[config.mk]
export PLATFORM = sky130hd
export DESIGN_NAME = rx_data_capture
export DESIGN_NICKNAME = d
export VERILOG_FILES = /design/src/rtl/rx_data_capture.sv
export SDC_FILE = /design/constraint.sdc
export NUM_CORES = 1
export LEC_CHECK = 0
export ABC_CLOCK_PERIOD_IN_PS = 2750
export BUFFER_PORTS_ARGS = -buffer_cell sky130_fd_sc_hd__clkbuf_2
export CAP_MARGIN = 20
export CORE_MARGIN = 1
export CORE_UTILIZATION = 35
export DETAILED_ROUTE_END_ITERATION = 7
export PLACE_DENSITY = 0.65
export SYNTH_ARGS = -nofsm -noshare
export SYNTH_HDL_FRONTEND = slang
export SYNTH_SLANG_ARGS = --single-unit
[constraint.sdc]
create_clock -name clk -period 2.75 [get_ports clk]
set_input_delay 0.4125 -clock clk [delete_from_list [all_inputs] [get_ports clk]]
set_output_delay 0.4125 -clock clk [all_outputs]
set_load 0.01 [all_outputs]
[src/rtl/rx_data_capture.sv]
// rx_data_capture: receive datapath and status stage behind the Rx engine control.
// Samples RX into a 10-bit shift register on each mid-bit BTU.
// On DONE it latches the data byte plus the parity and framing flags.
// The host clears the status flags with read_clr.
// Optional build macro: RX_BREAK_DETECT_EN. When it is defined, BRK flags a frame
// whose bits are all zero. When it is undefined, BRK is tied to 0.
module rx_data_capture #(
  parameter logic [7:0] RDATA_RST = 8'h00
) (
  input  logic       clk,
  input  logic       rst,
  input  logic       RX,
  input  logic       BTU,
  input  logic       DONE,
  input  logic       start,
  input  logic       EIGHT,
  input  logic       PEN,
  input  logic       OHEL,
  input  logic       read_clr,
  output logic [7:0] rdata,
  output logic       RXRDY,
  output logic       PERR,
  output logic       FERR,
  output logic       OVF,
  output logic       BRK
);

  localparam int unsigned SR_W = 10;
  localparam int unsigned J_W  = 9;

  logic [SR_W-1:0] sr;
  logic [1:0]      shamt_c;
  logic [J_W-1:0]  j_c;
  logic [7:0]      data_c;
  logic            rxpar_c;
  logic            calc_c;
  logic            stop_c;

  // Right-justify the last N shifted bits and decode the data, parity and stop bits.
  // The shift amount is 10 - N, which reduces to 2 - EIGHT - PEN.
  // Bit 9 of the justified frame is only ever the stop bit, so it is read from sr[9].
  always_comb begin
    shamt_c = 2'd2 - 2'(EIGHT) - 2'(PEN);
    j_c     = J_W'(sr >> shamt_c);
    stop_c  = sr[9];
    data_c  = EIGHT ? j_c[7:0] : {1'b0, j_c[6:0]};
    rxpar_c = EIGHT ? j_c[8] : j_c[7];
    calc_c  = (^data_c) ^ OHEL;
  end

  // Serial shift register. It is LSB first, and the newest bit enters at the top.
  // DONE has priority over BTU, and the start-bit check does not shift.
  always_ff @(posedge clk) begin
    if (!rst) begin
      sr <= {SR_W{1'b1}};
    end else if (BTU && !start && !DONE) begin
      sr <= {RX, sr[SR_W-1:1]};
    end
  end

  // Capture the frame on DONE, or clear the status flags on a host read.
  // Capture wins when both happen in the same cycle.
  // OVF stays set until read_clr or reset.
  always_ff @(posedge clk) begin
    if (!rst) begin
      rdata <= RDATA_RST;
      RXRDY <= 1'b0;
      PERR  <= 1'b0;
      FERR  <= 1'b0;
      OVF   <= 1'b0;
    end else if (DONE) begin
      rdata <= data_c;
      PERR  <= PEN & (calc_c != rxpar_c);
      FERR  <= ~stop_c;
      OVF   <= ~read_clr & (OVF | RXRDY);
      RXRDY <= 1'b1;
    end else if (read_clr) begin
      RXRDY <= 1'b0;
      PERR  <= 1'b0;
      FERR  <= 1'b0;
      OVF   <= 1'b0;
    end
  end

`ifdef RX_BREAK_DETECT_EN
  logic brk_c;

  // A break is a frame in which the data, parity and stop bits are all zero.
  assign brk_c = (j_c == J_W'(0)) & ~stop_c;

  // The break flag is captured with the frame and cleared by a host read.
  always_ff @(posedge clk) begin
    if (!rst) begin
      BRK <= 1'b0;
    end else if (DONE) begin
      BRK <= brk_c;
    end else if (read_clr) begin
      BRK <= 1'b0;
    end
  end
`else
  assign BRK = 1'b0;
`endif

endmodule
# After elaboration in Yosys (flattened, before gate mapping)
# Index checks and enable logic that the tools add are counted.
[totals] mem_bits_ro=0 ram_bits=0 ff_bits=22 output_inout_bits=13 memories=0 latchBits=0 word_cells=29
[classes] muxes=7 magnitude_cmp=0 n_addsub=2 div_mod_pow=0 n_reduce_logical=6 eq_ne=1 multipliers=0 shifts=1 bitwise_logic=6
[op_table] operator="$shr 10x2->9" count=1
[op_table] operator="$mux 8" count=1
[op_table] operator="$reduce_xor 8->1" count=1
[op_table] operator="$mux 1" count=6
[op_table] operator="$and 1x1->1" count=2
[op_table] operator="$logic_and 1x1->1" count=2
[op_table] operator="$logic_not 1->1" count=2
[op_table] operator="$not 1->1" count=2
[op_table] operator="$reduce_bool 2->1" count=1
[op_table] operator="$sub 2x1->2" count=1
[op_table] operator="$sub 2x1->2 const A" count=1
[op_table] operator="$ne 1x1->1" count=1
[op_table] operator="$or 1x1->1" count=1
[op_table] operator="$xor 1x1->1" count=1

# Depth between registers and ports, before layout
# Gate-level depths: netlist (run 1).
[depth] depth_word=9 ltp_mapped=10

# Least setup slack after synthesis (run 1)
# No wires, ideal clock.
[synth_path] path_kind="in2reg" startpoint="input port EIGHT" endpoint="register PERR" t_arrival_ns=2.148 n_path_buf=1 slack_ns=0.471 setup_ns=0.131 path_stages=9 path_cell_list="inv_1 -> ha_1 -> buf_6 -> mux4_2 -> xnor2_1 -> xnor3_1 -> xnor2_1 -> xnor2_1 -> o32ai_1"
[synth_via] elab_chain_cells=9
[synth_lines] item="from (decl)" line_no="16" source="input logic EIGHT,"
[synth_lines] item="$sub 2x1->2 (2 in a row)" line_no="43" source="shamt_c = 2'd2 - 2'(EIGHT) - 2'(PEN);"
[synth_lines] item="$shr 10x2->9" line_no="44" source="j_c = J_W'(sr >> shamt_c);"
[synth_lines] item="$mux 8" line_no="46" source="data_c = EIGHT ? j_c[7:0] : {1'b0, j_c[6:0]};"
[synth_lines] item="$reduce_xor 8->1" line_no="48" source="calc_c = (^data_c) ^ OHEL;"
[synth_lines] item="$xor 1x1->1" line_no="48"
[synth_lines] item="$ne 1x1->1 (*)" line_no="73" source="PERR <= PEN & (calc_c != rxpar_c);"
[synth_lines] item="$and 1x1->1 (*)" line_no="73"
[synth_lines] item="$mux 1 (*)" line_no="71" source="end else if (DONE) begin"
[synth_lines] item="to (signal assigned)" line_no="73"
[synth_lines] item="to (decl)" line_no="22" source="output logic PERR,"
# Every way passes the cells marked *; elsewhere a longest branch is shown, timed or not.
# A chain may end at the register's enable or synchronous reset.

# Worst setup path after layout (run 1)
# Ends and elaborated chain as after synthesis.

==> impl_metrics.ini, run 1 <==
[status]
status = finished clean

[synth]
synth_common_cells = dfxtp_1, nand2_1, nand3_1
seq_area_frac_synth_pct = 35.3
yosysWarnings = 0
synth_cell_types = 30
synth_area_mm2 = 0.00125
synthCells = 129
ys_ff_latch = 22
avgSynthCellArea_um2 = 9.66
synth_ff_type = dfxtp_1
synth_top_area_share_pct = 35.3
synthArstFlopShare_pct = 0
yosys-top-cells-area = dfxtp_1, mux4_2, mux2i_1
synth_edf_count = 0
synth_fp_nets = 140
synth_largest_area_cell = dfxtp_1

[worst_setup_path]
cp_max_fo = 5
r2r_slack_ns = 0.86
arrival_ns = 2.41
critPathKind = input pin to flop
worstSetupEndpointType = flop
regToRegEndpoint = PERR
r2r_start = sr[7]
crit_path_start_kind = input pin
rr_worst_depth = 6
cp_slowest_cell = mux4_2
required_ns = 2.95
path_cells = clkbuf_2 -> inv_1 -> ha_1 -> mux4_2 -> xnor2_1 -> xnor3_1 -> xnor2_1 -> xnor2_1 -> o32ai_1
cp_common_cell = xnor2_1
max_stage_delay_ns = 0.56

[global_route]
grt_pass1_wl_mm = 3.73
grt-ovfl-total = 0
grt_usage_pct = 13.8
first_global_vias = 781
antenna_found_initial = 0
grt_max_degree = 23

[finish]
drive_gt1_share_pct = 25.3
syn_to_final_growth_pct = 12.8
nets = 159
fillers = 358
diodes = 0
multiInputGateArea_um2 = 738
fin_area_mm2 = 0.00141
seq_area_um2 = 440

[flow_run]
cap_violations = 0

[sta]
setup_tns_ns = 0
finalClockSkew_ns = 0.00232
timing.final.ws_setup_ns = 0.544
fin_crit_ns = 2.21
slew_viol_final = 0
rsz0062_at_grt = no
finalHoldViolCount = 0
max_freq_mhz = 453
period_share_pct = 80.2
finalSetupViolCount = 0

[placed_design]
dp_hpwl_mm = 1.80
port_buffers = 21
pre_cts_ws_ns = 0.162
gp_congestion = 0.832
placed_cell_area_mm2 = 0.00138

[die]
ios = 23
die_x_um = 61.7
rows = 21
coreArea_mm2 = 0.00336
initial_core_util_pct = 37.1
dieArea_mm2 = 0.00380
dieHeight_um = 61.7

[worst_hold_path]
min_to = sr[9]
hold_start = RX
hold_depth = 3
hold_path.class = input pin to flop

[clock_tree]
ctsHoldBuffers = 0
htree_num_levels = 1
root_buffer = clkbuf_4
clockBufferDepth = 2
cts_tree = built
clock-sinks = 22
cts_setup_buffers = 0
clk_pin_slew_ns = 0.12
ctsResizeCount = 0
clk_latency_ns = 0.31
cts-buffers-inserted = 3

[route]
m1WireLength_mm = 1.06
drc = 0
wl_met3_um = 64
route.top_layer_used = met4
dr.first_iter.drc_count = 31
wire_per_inst_um = 12.3
wl_met2_mm = 1.19
wl_mm = 2.35
viasPerCell = 4.98
drtPass1Iterations = 4
antenna_left = 0
vias = 956

[pwr]
power.total_uw = 676
leakage_uw = 0.000608
ir_worst_vdd_mv = 0.107
powerDensity_mw_per_mm2 = 481
-- metal layers --
layer  global-route usage [%]  vias up
met5                        0        -
li1                         -      479
met4                     6.67        0
met1                     16.9      454
met2                     23.5       18
met3                     2.52        5
-- worst max-delay path by stage --
stage	from	to	slack (ns)	cells after the start
final	EIGHT	PERR	0.54	9
after global routing	EIGHT	PERR	0.40	9
after CTS	EIGHT	PERR	0.52	9
after floorplan	EIGHT	PERR	0.47	9
after global placement	EIGHT	PERR	0.25	9
after detailed placement	EIGHT	PERR	0.16	9
-- logic make-up after synthesis --
group                      after synthesis  synth area share (%)
AOI/OAI and AO/OA                       10                  5.82
xor gates and xnor gates                 8                  6.73
adders and majority gates                1                  1.00
buffers and inverters                   14                  5.42
DFF                                     22                  35.3
muxes                                   19                  23.6
other                                    1                 0.301
and+or+nand+nor                         54                  21.8
-- per-stage QoR --
step | instances | utilization [%] | hold WS (ns)
after floorplan | 129 | - | 0.436
after global placement | 189 | 41.1 | 0.453
after detailed placement | 189 | 41.1 | 0.462
after CTS | 192 | 41.8 | 0.300
after global routing | 192 | 41.8 | 0.320
final | 192 | 41.8 | 0.302
-- state kept, by name (all words and copies together), names as in the netlist --
register	flops
sr	10
rdata	8
FERR	1
OVF	1
PERR	1
RXRDY	1
-- placed cells by master, fill, tap and decap left out, drive strengths merged, types with 2 or more instances in the layout --
cell type  instances
nand2b             2
mux4               8
nand3             12
nor3b              3
a21oi              3
buf                4
nor2b             11
xnor2              6
o21a               2
mux2i             11
nor2               2
dfxtp             22
inv                3
nand2             22
clkbuf            24
-- worst max-delay path, delay by kind of cell --
| family | cells | cell delay (ns) |
|---|---|---|
| compound gates | 1 | 0.10 |
| fa+ha+maj | 1 | 0.40 |
| xor+xnor | 4 | 0.74 |
| mux | 1 | 0.56 |
| buf+inv | 2 | 0.18 |
-- layout make-up --
type | instances | area share (%)
clock buffers | 3 | 1.60
well taps | 46 | 4.10
flip-flops and latches | 22 | 31.3
inverters | 3 | 0.801
multi-input cells | 93 | 52.5
repair buffers | 25 | 9.62
-- power breakdown --
part | leakage [uW] | total, uW | internal (uW) | switching [uW]
Sequential | 0.000182 | 361 | 340 | 21.4
Combinational | 0.000413 | 166 | 90.3 | 76.2
Clock | 0.0000138 | 148 | 51.3 | 96.4
Total | 0.000608 | 676 | 482 | 194
Power figures use the tool's default switching activity.
==> run 2: changes to the inputs <==
--- a/config.mk
+++ b/config.mk
@@ -5,13 +5,14 @@
 export SDC_FILE = /design/constraint.sdc
 export NUM_CORES = 1
 export LEC_CHECK = 0
-export ABC_CLOCK_PERIOD_IN_PS = 2750
+export ABC_AREA = 1
+export ABC_CLOCK_PERIOD_IN_PS = 1900
 export BUFFER_PORTS_ARGS = -buffer_cell sky130_fd_sc_hd__clkbuf_2
 export CAP_MARGIN = 20
 export CORE_MARGIN = 1
 export CORE_UTILIZATION = 35
 export DETAILED_ROUTE_END_ITERATION = 7
-export PLACE_DENSITY = 0.65
+export PLACE_DENSITY = 0.68
 export SYNTH_ARGS = -nofsm -noshare
 export SYNTH_HDL_FRONTEND = slang
 export SYNTH_SLANG_ARGS = --single-unit
==> constraint.sdc (replaced) <==
create_clock -name clk -period 1.9 [get_ports clk]
set_input_delay 0.285 -clock clk [delete_from_list [all_inputs] [get_ports clk]]
set_output_delay 0.285 -clock clk [all_outputs]
set_load 0.01 [all_outputs]
==> run 2 against run 1 <==
Compared with the run above: flip-flop and latch count is the same; critical endpoint unchanged; critical path depth is 8 higher; total power grew 63%; largest cell class unchanged; sequential share of layout area decreased by 1.8 points; clock power rose by 83%; combinational power increased by 93%; highest routed layer unchanged; non-clock buffer count is 9 higher; clock-buffer cell count increased by 1; die area is 0.58% lower; cell area grew 6.2%; worst hold slack got worse by 0.13 ns.
==> impl_metrics.ini, run 2 <==
[die]
rows = 21
dieArea_mm2 = 0.00378
die_x_um = 61.5
ios = 23
initial_core_util_pct = 36.8
dieHeight_um = 61.5
coreArea_mm2 = 0.00336

[worst_setup_path]
required_ns = 2.14
cp_max_fo = 9
critPathKind = input pin to flop
arrival_ns = 1.85
worstSetupEndpointType = flop
crit_path_start_kind = input pin
regToRegEndpoint = PERR
r2r_start = sr[6]
r2r_slack_ns = 0.48
rr_worst_depth = 13

[sta]
rsz0062_at_grt = no
timing.final.ws_setup_ns = 0.283
setup_tns_ns = 0
period_share_pct = 85.1
finalHoldViolCount = 0
finalClockSkew_ns = 0.00889
max_freq_mhz = 619
fin_crit_ns = 1.62
whs_ns = 0.173
finalSetupViolCount = 0
slew_viol_final = 0

[finish]
top_register = sr
final_cell_mix = nand2_1, nand3_1, dfxtp_1
fin_area_mm2 = 0.00149
top_regs = sr (10), rdata (8)
syn_to_final_growth_pct = 20.5
layout_commonest_cell = nand2_1
fillers = 376
diodes = 0
drive_gt1_share_pct = 23.6
largest_reg_flops = 10
nets = 237
seq_area_um2 = 440
multiInputGateArea_um2 = 663

[route]
viasPerCell = 4.56
vias = 1236
wire_per_inst_um = 9.92
antenna_left = 0
drc = 0
drtPass1Iterations = 4
wl_mm = 2.69
dr.first_iter.drc_count = 60

[global_route]
grt_usage_pct = 15.4
grt_max_degree = 20
grt-ovfl-total = 0
grt_pass1_wl_mm = 4.32
first_global_vias = 1007
antenna_found_initial = 0

[synth]
synth_cell_types = 21
yosys-top-cells-area = dfxtp_1, nand2_1, nand3_1
synthArstFlopShare_pct = 0
ys_ff_latch = 22
synth_most_common_cell = nand2_1
yosysWarnings = 0
synth_fp_nets = 205
synth_top_area_share_pct = 35.6
seq_area_frac_synth_pct = 35.6
synth_edf_count = 0
synth_ff_type = dfxtp_1
synth_common_cells = nand2_1, nand3_1, dfxtp_1
synth_area_mm2 = 0.00124
synthCells = 194
avgSynthCellArea_um2 = 6.38
synth_largest_area_cell = dfxtp_1

[clock_tree]
root_buffer = clkbuf_4
cts_setup_buffers = 0
htree_num_levels = 1
ctsResizeCount = 0
clk_pin_slew_ns = 0.13
cts_tree = built
clock-sinks = 22
ctsHoldBuffers = 0
cts-buffers-inserted = 3
clk_latency_ns = 0.32
clockBufferDepth = 2

[status]
status = finished clean

[pwr]
p_switching_uw = 361
p_int_uw = 740
power.total_uw = 1100
seq_power_share_pct = 46.4
powerDensity_mw_per_mm2 = 738
ir_worst_vdd_mv = 0.520
pwr-share-clk_pct = 24.6
swShare_pct = 32.8
p_comb_share_pct = 29.0
leakage_uw = 0.000864

[placed_design]
port_buffers = 21
dp_hpwl_mm = 2.10
placed_cell_area_mm2 = 0.00146
gp_congestion = 0.870
pre_cts_ws_ns = -0.0569

[worst_hold_path]
hold_start = RX
hold_path.class = input pin to flop
hold_depth = 3
min_to = sr[9]

[flow_run]
cap_violations = 0
-- run 2: stage by stage --
| stage | util, % | cells |
|---|---|---|
| after floorplan | - | 194 |
| after global placement | 43.3 | 267 |
| after detailed placement | 43.3 | 267 |
| after CTS | 44.4 | 271 |
| final | 44.4 | 271 |
| after global routing | 44.4 | 271 |
-- run 2: power by group through the flow --
stage / Sequential (uW) / Combinational, uW / Clock (uW)
2_1_floorplan: 527 / 216 / 0
3_3_place_gp: 522 / 315 / 0
3_5_place_dp: 522 / 318 / 0
4_1_cts: 511 / 321 / 279
5_1_grt: 516 / 367 / 295
6_report: 511 / 320 / 271
-- run 2: final cells by class --
class	instances	share of cell area, %
clock buffers	4	2.43
inverters	21	6.20
multi-input cells	144	44.4
flip-flops and latches	22	29.5
well taps	46	3.86
repair buffers	34	13.6
-- run 2: worst max path at each step --
stage | end | from | slack [ns] | cells past startpoint
after global placement | PERR | EIGHT | -0.04 | 17
final | PERR | EIGHT | 0.28 | 17
after floorplan | PERR | EIGHT | 0.22 | 15
after global routing | PERR | EIGHT | 0.08 | 17
after detailed placement | PERR | EIGHT | -0.06 | 17
after CTS | PERR | EIGHT | 0.28 | 17
-- run 2: cells by family after synthesis --
logic type	after synthesis	synth area share [%]
AND/OR/NAND/NOR	110	38.3
AO/OA/AOI/OAI	32	13.9
buffers and inverters	28	10.9
flip-flops	22	35.6
adder cells (fa/ha/maj)	1	1.01
other	1	0.303
-- run 2: metal layers --
layer  GRT usage, %  vias up  part of all wire (%)
met1           21.7      533                    51
li1               -      683                     -
met2           24.0       18                    44
met3           4.41        2                   3.4
met5              0        -                     0
met4           1.90        0                  0.71
-- run 2: worst max-delay path, stage by stage --
cell and delay (ns):
clkbuf_2 0.09, inv_1 0.05, ha_1 0.36, inv_2 0.17
nand2_1 0.10, nand3_1 0.12, nand2_1 0.08, nand2_1 0.08
nand2_1 0.05, nand2_1 0.07, nand3_1 0.09, nand2_2 0.10
inv_2 0.03, nand2_1 0.05, nand2_1 0.04, nand2_1 0.05
nand2_1 0.04
